===== src/rtl/encoder_4x2_queued.sv =====
// encoder_4x2_queued: sequential 4-to-2 encoder, the inverse of the 2x4
// active-low decoder. Active-low requests are captured into sticky pending
// bits and drained one 2-bit code {A,B} at a time over a valid/ready handshake.
// Optional feature: define ENCODER_ROUND_ROBIN_EN for rotating priority;
// otherwise fixed priority 3 > 2 > 1 > 0.
module encoder_4x2_queued (
    input  logic       clock,
    input  logic       reset_b,
    input  logic [0:3] req_n,
    input  logic       enable_n,
    input  logic       ready,
    output logic       A,
    output logic       B,
    output logic       valid,
    output logic       busy
);

    logic [0:3] pend;
    logic [0:3] clr;
    logic [1:0] sel;
    logic       load;

`ifdef ENCODER_ROUND_ROBIN_EN
    logic [1:0] ptr;
    logic [1:0] idx;

    // Rotating search from ptr+1 up to ptr; the lowest offset that is pending wins.
    always_comb begin
        sel = 2'd0;
        idx = 2'd0;
        for (int k = 4; k >= 1; k--) begin
            idx = ptr + 2'(k);
            if (pend[idx]) begin
                sel = idx;
            end
        end
    end

    // Remember the last granted index so the next search starts just past it.
    always_ff @(posedge clock or negedge reset_b) begin
        if (!reset_b) begin
            ptr <= 2'd3;
        end else if (load) begin
            ptr <= sel;
        end
    end
`else
    // Fixed priority: highest pending index wins.
    always_comb begin
        sel = 2'd0;
        if (pend[3]) begin
            sel = 2'd3;
        end else if (pend[2]) begin
            sel = 2'd2;
        end else if (pend[1]) begin
            sel = 2'd1;
        end else begin
            sel = 2'd0;
        end
    end
`endif

    // A new code is presented whenever something is pending and the output slot is free or being consumed.
    assign load = (pend != 4'b0000) && (!valid || ready);
    assign busy = (pend != 4'b0000) || valid;

    // One-hot clear of the index being granted this cycle.
    always_comb begin
        clr = 4'b0000;
        if (load) begin
            clr[sel] = 1'b1;
        end
    end

    // Sticky pending bits; a same-cycle request re-sets a bit being cleared.
    always_ff @(posedge clock or negedge reset_b) begin
        if (!reset_b) begin
            pend <= 4'b0000;
        end else begin
            pend <= (pend & ~clr) | (~req_n & {4{~enable_n}});
        end
    end

    // Output code register: load a new code, retire a consumed one, or hold under backpressure.
    always_ff @(posedge clock or negedge reset_b) begin
        if (!reset_b) begin
            valid <= 1'b0;
            A     <= 1'b0;
            B     <= 1'b0;
        end else if (load) begin
            {A, B} <= sel;
            valid  <= 1'b1;
        end else if (valid && ready) begin
            valid <= 1'b0;
        end
    end

endmodule


===== config.mk =====
export PLATFORM = sky130hd
export DESIGN_NAME = encoder_4x2_queued
export DESIGN_NICKNAME = d
export VERILOG_FILES = /design/src/rtl/encoder_4x2_queued.sv
export SDC_FILE = /design/constraint.sdc
export NUM_CORES = 1
export LEC_CHECK = 0
export ABC_AREA = 1
export CAP_MARGIN = 20
export CORE_MARGIN = 2
export CORE_UTILIZATION = 25
export CTS_CLUSTER_SIZE = 20
export DETAILED_ROUTE_END_ITERATION = 12
export PLACE_DENSITY = 0.48
export SLEW_MARGIN = 10
export SYNTH_ARGS = -nofsm -noshare
export SYNTH_HDL_FRONTEND = slang
export SYNTH_SLANG_ARGS = --single-unit

===== constraint.sdc =====
create_clock -name clock -period 1.2 [get_ports clock]
set_clock_uncertainty 0.2 [all_clocks]
set_input_delay 0.18 -clock clock [delete_from_list [all_inputs] [get_ports clock]]
set_output_delay 0.18 -clock clock [all_outputs]
set_load 0.05 [all_outputs]

Word-level counts from Yosys, hierarchy flattened. Index checks and enable logic that the tools add are counted.

Register bits: 7.

$lt $le $gt $ge: 2. Muxes and demuxes: 8. Bitwise gates (word level): 7. Reductions and logical operators: 8.

Operator list (number): $and 4x4->4 (2); $not 4->4 (2); $mux 1 (4); $mux 2 (2); $mux 4 (1); $or 4x4->4 (1); $reduce_bool 4->1 (1); $ge 3x3->1 const B (1); $logic_and 1x1->1 (3); $lt 3x1->1 const B (1); $not 2->3 (1); $demux 1 s2 (1); $logic_or 1x1->1 (2); $reduce_bool 2->1 (1); $logic_not 1->1 (1); $not 1->1 (1).

Depth between registers and ports, before layout. Gate-level depths: netlist of the first run.

Word-level depth: 12. Mapped depth: 6. Mapped depth without buffers: 5.

Least setup slack after synthesis of the first run. OpenSTA, ideal clock, no wires.

Kind: reg-to-reg. From: reg valid. To: reg B. Arrival: 1.238 ns. Required time: 0.926 ns. Setup slack: -0.312 ns. Cell stages (with the launch flop): 7. Path buffers: 1. Clock period less this slack: 1.512 ns. Path through: dfrtp_1 > inv_1 > or2_1 > buf_6 > nand2_4 > nand2_2 > o21ai_2.

Longest elaborated chain between the ends: 3.

RTL lines: start: declaration (line 14) `output logic valid,`; start signal: assignment (line 87) `valid <= 1'b0;`; start signal: assignment (line 92) `valid <= 1'b1;`; start signal: assignment (line 94) `valid <= 1'b0;`; $logic_not 1->1 (line 64) `assign load = (pend != 4'b0000) && (!valid || ready);`; $logic_or 1x1->1 (line 64); $logic_and 1x1->1 (line 64); end signal: assignment (line 91) `{A, B} <= sel;`; end: declaration (line 13) `output logic B,`.

No other way between the ends. A chain may end at the register's enable or synchronous reset.

Worst setup path in the final report of the first run.
From: reg pend[3] in the netlist's numbering. To: out busy.

Longest elaborated chain between the ends: 2.

RTL lines: start: declaration (line 18) `logic [0:3] pend;`; start signal: assignment (line 80) `pend <= (pend & ~clr) | (~req_n & {4{~enable_n}});`; $reduce_bool 4->1 (line 65) `assign busy = (pend != 4'b0000) || valid;`; $logic_or 1x1->1 (line 65); end: declaration (line 15) `output logic busy`.

No other way between the ends.

==> metrics.cfg, run 1 <==
[run_status]
status=finished, violations left
violations=negative hold slack, negative setup slack

[setup_path]
critical_path.endpoint_type=output port
worstSetupPathType=flop to output port
arrival_ps=1020
critical_path.startpoint_type=flop
critical_path_peak_fanout=2
required_ps=820

[sta]
fin_crit_sh_pct=116.6
fmax_mhz=714.9
finalCriticalPeriod_ps=1399
slew-limit-headroom_pct=77.21
finalWorstSetupSlack_ps=-198.8
final_hold_viol_count=1
slew_violations=0
hold_ws_ps=-0.1065
setup_violations=7
rsz0062_at_grt=true
tightest_slew_ps=340.8

[routing]
drtIter0Drc=1
dr_total_vias=312
ant_nets=0
post_drt_via_cell_ratio=4.216
wirelength_um=679
routedWlPerCell_um=9.176
drtPass1Iterations=3
drc=0

[pwr]
power_leakage_nw=0.2766
p_per_area_nw_per_um2=1556
total_power_mw=0.9462
worst_ir_drop_vdd_uv=685.1

[final_layout]
diodes=0
drive_gt1_share_pct=49.15
fill_cells=124
syn_to_final_growth_pct=80.67
final_cell_area_um2=608.1
post-route-util_pct=47.32
nets=68

[synth]
synth.distinct_cells=15
synth-seq-cells=7
synth_flop_cell=dfrtp_1
yosys_warnings=0
synthTopCellsByCount=dfrtp_1 (7), nand2_1 (7)
synth.yosys.seq_area_share_pct=52.04
syn_area_per_cell_um2=9.349
postSynthNetCount=44
synth_top_area_share_pct=52.04
yosysTopAreaCell=dfrtp_1
synth-edff-count=0
synthArstFlopShare_pct=100.0
synthCells=36
synth_area_leaders=dfrtp_1 (52%), nand2_1 (7.8%), nand2_2 (5.6%), or2_1 (5.6%), o21ai_2 (5.2%)
netlist_area_um2=336.6

[grt]
grt_antenna_before_repair=0
grt_overflow=0
grt_pass1_vias=290
grt_max_degree=8
grt_first_pass_wirelength_mm=1.097
grt_use_total_pct=10.73

[clock_tree]
clk_latency_ps=250
clock-sinks=7
cts-root-buf=clkbuf_4
cts_buffers=3
h-tree-depth=1
clockBufferDepth=2
path_clk_slew_ps=50
holdBufCountCts=0
cts_tree=done

[floorplan]
start_util_pct=26.19
ios=12
die_h_um=40.69
core_area_um2=1285
fp.dieW_um=40.69
rows=13
dieArea_um2=1656

[placement]
portBuffers=11
place_area_um2=525.5
gp_congestion=0.8136
dp_hpwl_um=528.5

[worst_hold_path]
hp-class=input port to asynchronous set/reset pin

[flow_run]
drv_cap=0

path summary, 6_finish.rpt:
kind / endpoint / slack, ps / from / depth (start not counted)
min: pend[0] / -0.1 / reset_b / 1
max: busy / -200 / pend[3] / 3
min in group clock: pend[2] / 280 / req_n[2] / 2
max reg2reg: pend[1] / -120 / pend[3] / 7
min reg2reg: pend[0] / 290 / pend[0] / 2
max in group asynchronous: valid / 530 / reset_b / 1
area by class of cell:
| type | instances | area, um^2 | share of cell area, % |
|---|---|---|---|
| Tap cell | 15 | 18.77 | 3.086 |
| Clock buffer | 4 | 26.28 | 4.321 |
| Sequential cell | 7 | 176.4 | 29.01 |
| Multi-Input combinational cell | 25 | 158.9 | 26.13 |
| Timing Repair Buffer | 20 | 216.5 | 35.60 |
| Inverter | 3 | 11.26 | 1.852 |
timing repair:
item	in CTS	in global routing
endpoints found under the setup margin	10	9
gates resized for setup	6	1
pin swaps	2	1
buffers inserted	3	1
logic make-up after synthesis:
group	after synthesis	synth area share (%)
AND/OR/NAND/NOR	20	31.23
buffers and inverters	4	6.691
flip-flops	7	52.05
AO/OA/AOI/OAI	5	10.04
power breakdown:
part	total [mW]	switching, mW	leakage (nW)	internal [mW]
logic	0.413	0.192	0.183	0.221
clock network	0.212	0.0853	0.0150	0.127
registers	0.321	0.0390	0.0787	0.282
total	0.946	0.316	0.277	0.630
cell usage in the layout, fill, tap and decap left out, drive strengths merged:
cell,netlist,routed
buf,1,13
nand2,11,11
clkdlybuf4s50,0,7
dfrtp,7,7
clkbuf,0,4
inv,3,3
nand3,3,3
or2,3,3
o21ai,3,3
nor2,2,2
nor3,1,1
o22ai,1,1
a21oi,1,1
layer usage:
| layer | share of wire, % | GRT usage, % | up-vias |
|---|---|---|---|
| met3 | 7.5 | 4.891 | 2 |
| met4 | 1.5 | 7.500 | 0 |
| met5 | 0 | 0 | - |
| li1 | - | - | 164 |
| met1 | 46 | 11.15 | 134 |
| met2 | 45 | 17.06 | 12 |
stage by stage:
| step | setup TNS, ps | instances | setup WS, ps |
|---|---|---|---|
| after CTS | -428.4 | 73 | -217.4 |
| after global placement | -1384 | 66 | -205.2 |
| final | -703.2 | 74 | -198.8 |
| after global routing | -1151 | 74 | -250.4 |
| after detailed placement | -1371 | 66 | -208.1 |
| after floorplan | -998.1 | 36 | -167.3 |
critical path, stage by stage (launching register included):
cell and delay (ps):
dfrtp_1 400, nor2_4 130, nand3_2 80, buf_6 160
state kept, by name, indices dropped and copies added, names as in the netlist:
| name | count |
|---|---|
| B | 1 |
| pend | 4 |
| valid | 1 |
| A | 1 |
(Power assumes the default switching activity.)
==> run 2: changes to the inputs <==
- REMOVE_ABC_BUFFERS: unset -> 1
- SKIP_CTS_REPAIR_TIMING: unset -> 1
==> run 2 against run 1 <==
  * The run still ends with negative hold slack, negative setup slack left
  * Count of clock-buffer cells in the layout is the same
  * Cell area increased by 2.5%
  * First-iteration DRC count grew to 3.0 times the previous value
  * Global-route usage is 0.77 points higher
  * Final cell count up 1.4%
  * Sequential power barely moved
  * Non-clock buffer count increased by 1
  * Hold slack lost 11 ps
  * Fmax shrank 1.9%
  * Die area unchanged
  * Sequential share of layout area fell by 0.90 points
==> metrics.cfg, run 2 (synthesized netlist as in run 1, its figures left out) <==
[routing]
post_drt_via_cell_ratio=4.387  ; +4.0%
drc=0  ; unchanged
ant_nets=0  ; unchanged
wirelength_um=717  ; +5.6%
routedWlPerCell_um=9.560  ; +4.2%
drtIter0Drc=3  ; +2
drtPass1Iterations=2  ; -1
dr_total_vias=329  ; +5.4%

[grt]
grt_use_total_pct=11.50  ; +0.77 points
grt_pass1_vias=299  ; +3.1%
grt_max_degree=8  ; unchanged
grt_first_pass_wirelength_mm=1.131  ; +3.1%
grt_overflow=0  ; unchanged
grt_antenna_before_repair=0  ; unchanged

[sta]
finalWorstSetupSlack_ps=-226.0  ; -27.22 ps
slew_violations=0  ; unchanged
slew-limit-headroom_pct=78.24  ; +1.0 points
tightest_slew_ps=325.4  ; -15.40 ps
finalSetupTns_ps=-390.9  ; +312.3 ps
hold_ws_ps=-10.93  ; -10.83 ps
finalCriticalPeriod_ps=1426  ; +27.22 ps
fmax_mhz=701.2  ; -1.9%
rsz0062_at_grt=true
final_hold_viol_count=7  ; +6
setup_violations=4  ; -3
fin_crit_sh_pct=118.8  ; +2.3 points

[floorplan]
start_util_pct=26.19  ; unchanged
rows=13  ; unchanged
dieArea_um2=1656  ; unchanged
die_h_um=40.69  ; unchanged
ios=12  ; unchanged
core_area_um2=1285  ; unchanged
fp.dieW_um=40.69  ; unchanged

[setup_path]
critical_path.startpoint_type=flop
rr_worst_depth=6  ; -1
r2r_end=pend[0]
required_ps=820  ; about the same
timing.rr.start=pend[2]
crit_start=pend[3]
worstSetupPathType=flop to output port
critical_path.endpoint_type=output port
reg2reg_setup_slack_ps=-90  ; +30 ps
critical_path_peak_fanout=3  ; +1
arrival_ps=1050  ; +30 ps

[final_layout]
fill_cells=129  ; +4.0%
syn_to_final_growth_pct=85.13
final_common_cell=buf_4
final-instance-count-excl-fill=75  ; +1.4%
final_cell_mix=buf_4 (9), dfrtp_1 (7), clkdlybuf4s50_1 (7), nand2_1 (6)
nets=69  ; +1.5%
largest_reg_flops=4  ; unchanged
diodes=0  ; unchanged
regMostFlops=pend
drive_gt1_share_pct=50.00  ; +0.85 points

[clock_tree]
clockBufferDepth=2  ; unchanged
path_clk_slew_ps=50  ; about the same
cts-root-buf=clkbuf_4
cts_tree=done
h-tree-depth=1  ; unchanged
clock-sinks=7  ; unchanged
cts_buffers=3  ; unchanged
clk_latency_ps=250  ; about the same

[placement]
place_inst=65  ; -1.5%
dp_hpwl_um=508.9  ; -3.7%
gp_congestion=0.7661  ; -5.8%
place_ws_ps=-233.5  ; -25.32 ps
portBuffers=11  ; unchanged

[pwr]
power_leakage_nw=0.2950  ; +6.6%
total_power_mw=0.9649  ; +2.0%
worst_ir_drop_vdd_uv=550.2  ; -20%
p_per_area_nw_per_um2=1549  ; -0.48%

[worst_hold_path]
hp-class=input port to asynchronous set/reset pin

[flow_run]
drv_cap=0  ; unchanged

[run_status]
status=finished, violations left
violations=negative hold slack, negative setup slack

-- run 2: worst max-delay path, cell delays in order (launching register included) --
cell and delay (ps):
dfrtp_1 400, nor2_4 140, nand3_2 90, buf_6 160
-- run 2: worst max-delay path by stage --
| stage | to | slack, ps | cells after the start |
|---|---|---|---|
| 6_report | busy | -230 | 3 |
| 5_1_grt | busy | -280 | 3 |
| 4_1_cts | busy | -310 | 3 |
| 3_5_place_dp | pend[1] | -230 | 5 |
| 3_3_place_gp | pend[1] | -200 | 5 |
| 2_1_floorplan | A | -290 | 5 |
-- run 2: through the flow --
stage,hold slack (ps),cell area (um^2),util (%)
after floorplan,-315.6,325.3,-
after global placement,259.9,511.7,39.82
after detailed placement,270.3,511.7,39.82
after CTS,2.235,538.0,41.87
after global routing,9.629,623.1,48.49
final,-10.93,623.1,48.49
-- run 2: metal layers --
layer | global-route usage [%] | wire, um | vias up | part of all wire [%]
met2 | 17.06 | 347 | 14 | 48
met1 | 12.42 | 316 | 150 | 44
met5 | 0 | 0 | - | 0
li1 | - | - | 163 | -
met3 | 4.891 | 45 | 2 | 6.3
met4 | 10.00 | 7 | 0 | 0.98
-- run 2: power by group --
group	leakage, nW	internal [mW]	switching (mW)
Combinational	0.201	0.226	0.198
Clock	0.0150	0.127	0.0905
Sequential	0.0793	0.281	0.0416
Total	0.295	0.635	0.330
-- run 2: layout make-up --
type / count / area, um^2 / share of cell area, %
timing repair buffer: 21 / 220.2 / 35.34
clock buffer: 4 / 26.28 / 4.217
inverter: 3 / 11.26 / 1.807
sequential: 7 / 175.2 / 28.11
tap: 15 / 18.77 / 3.012
multi-input combinational: 25 / 171.4 / 27.51
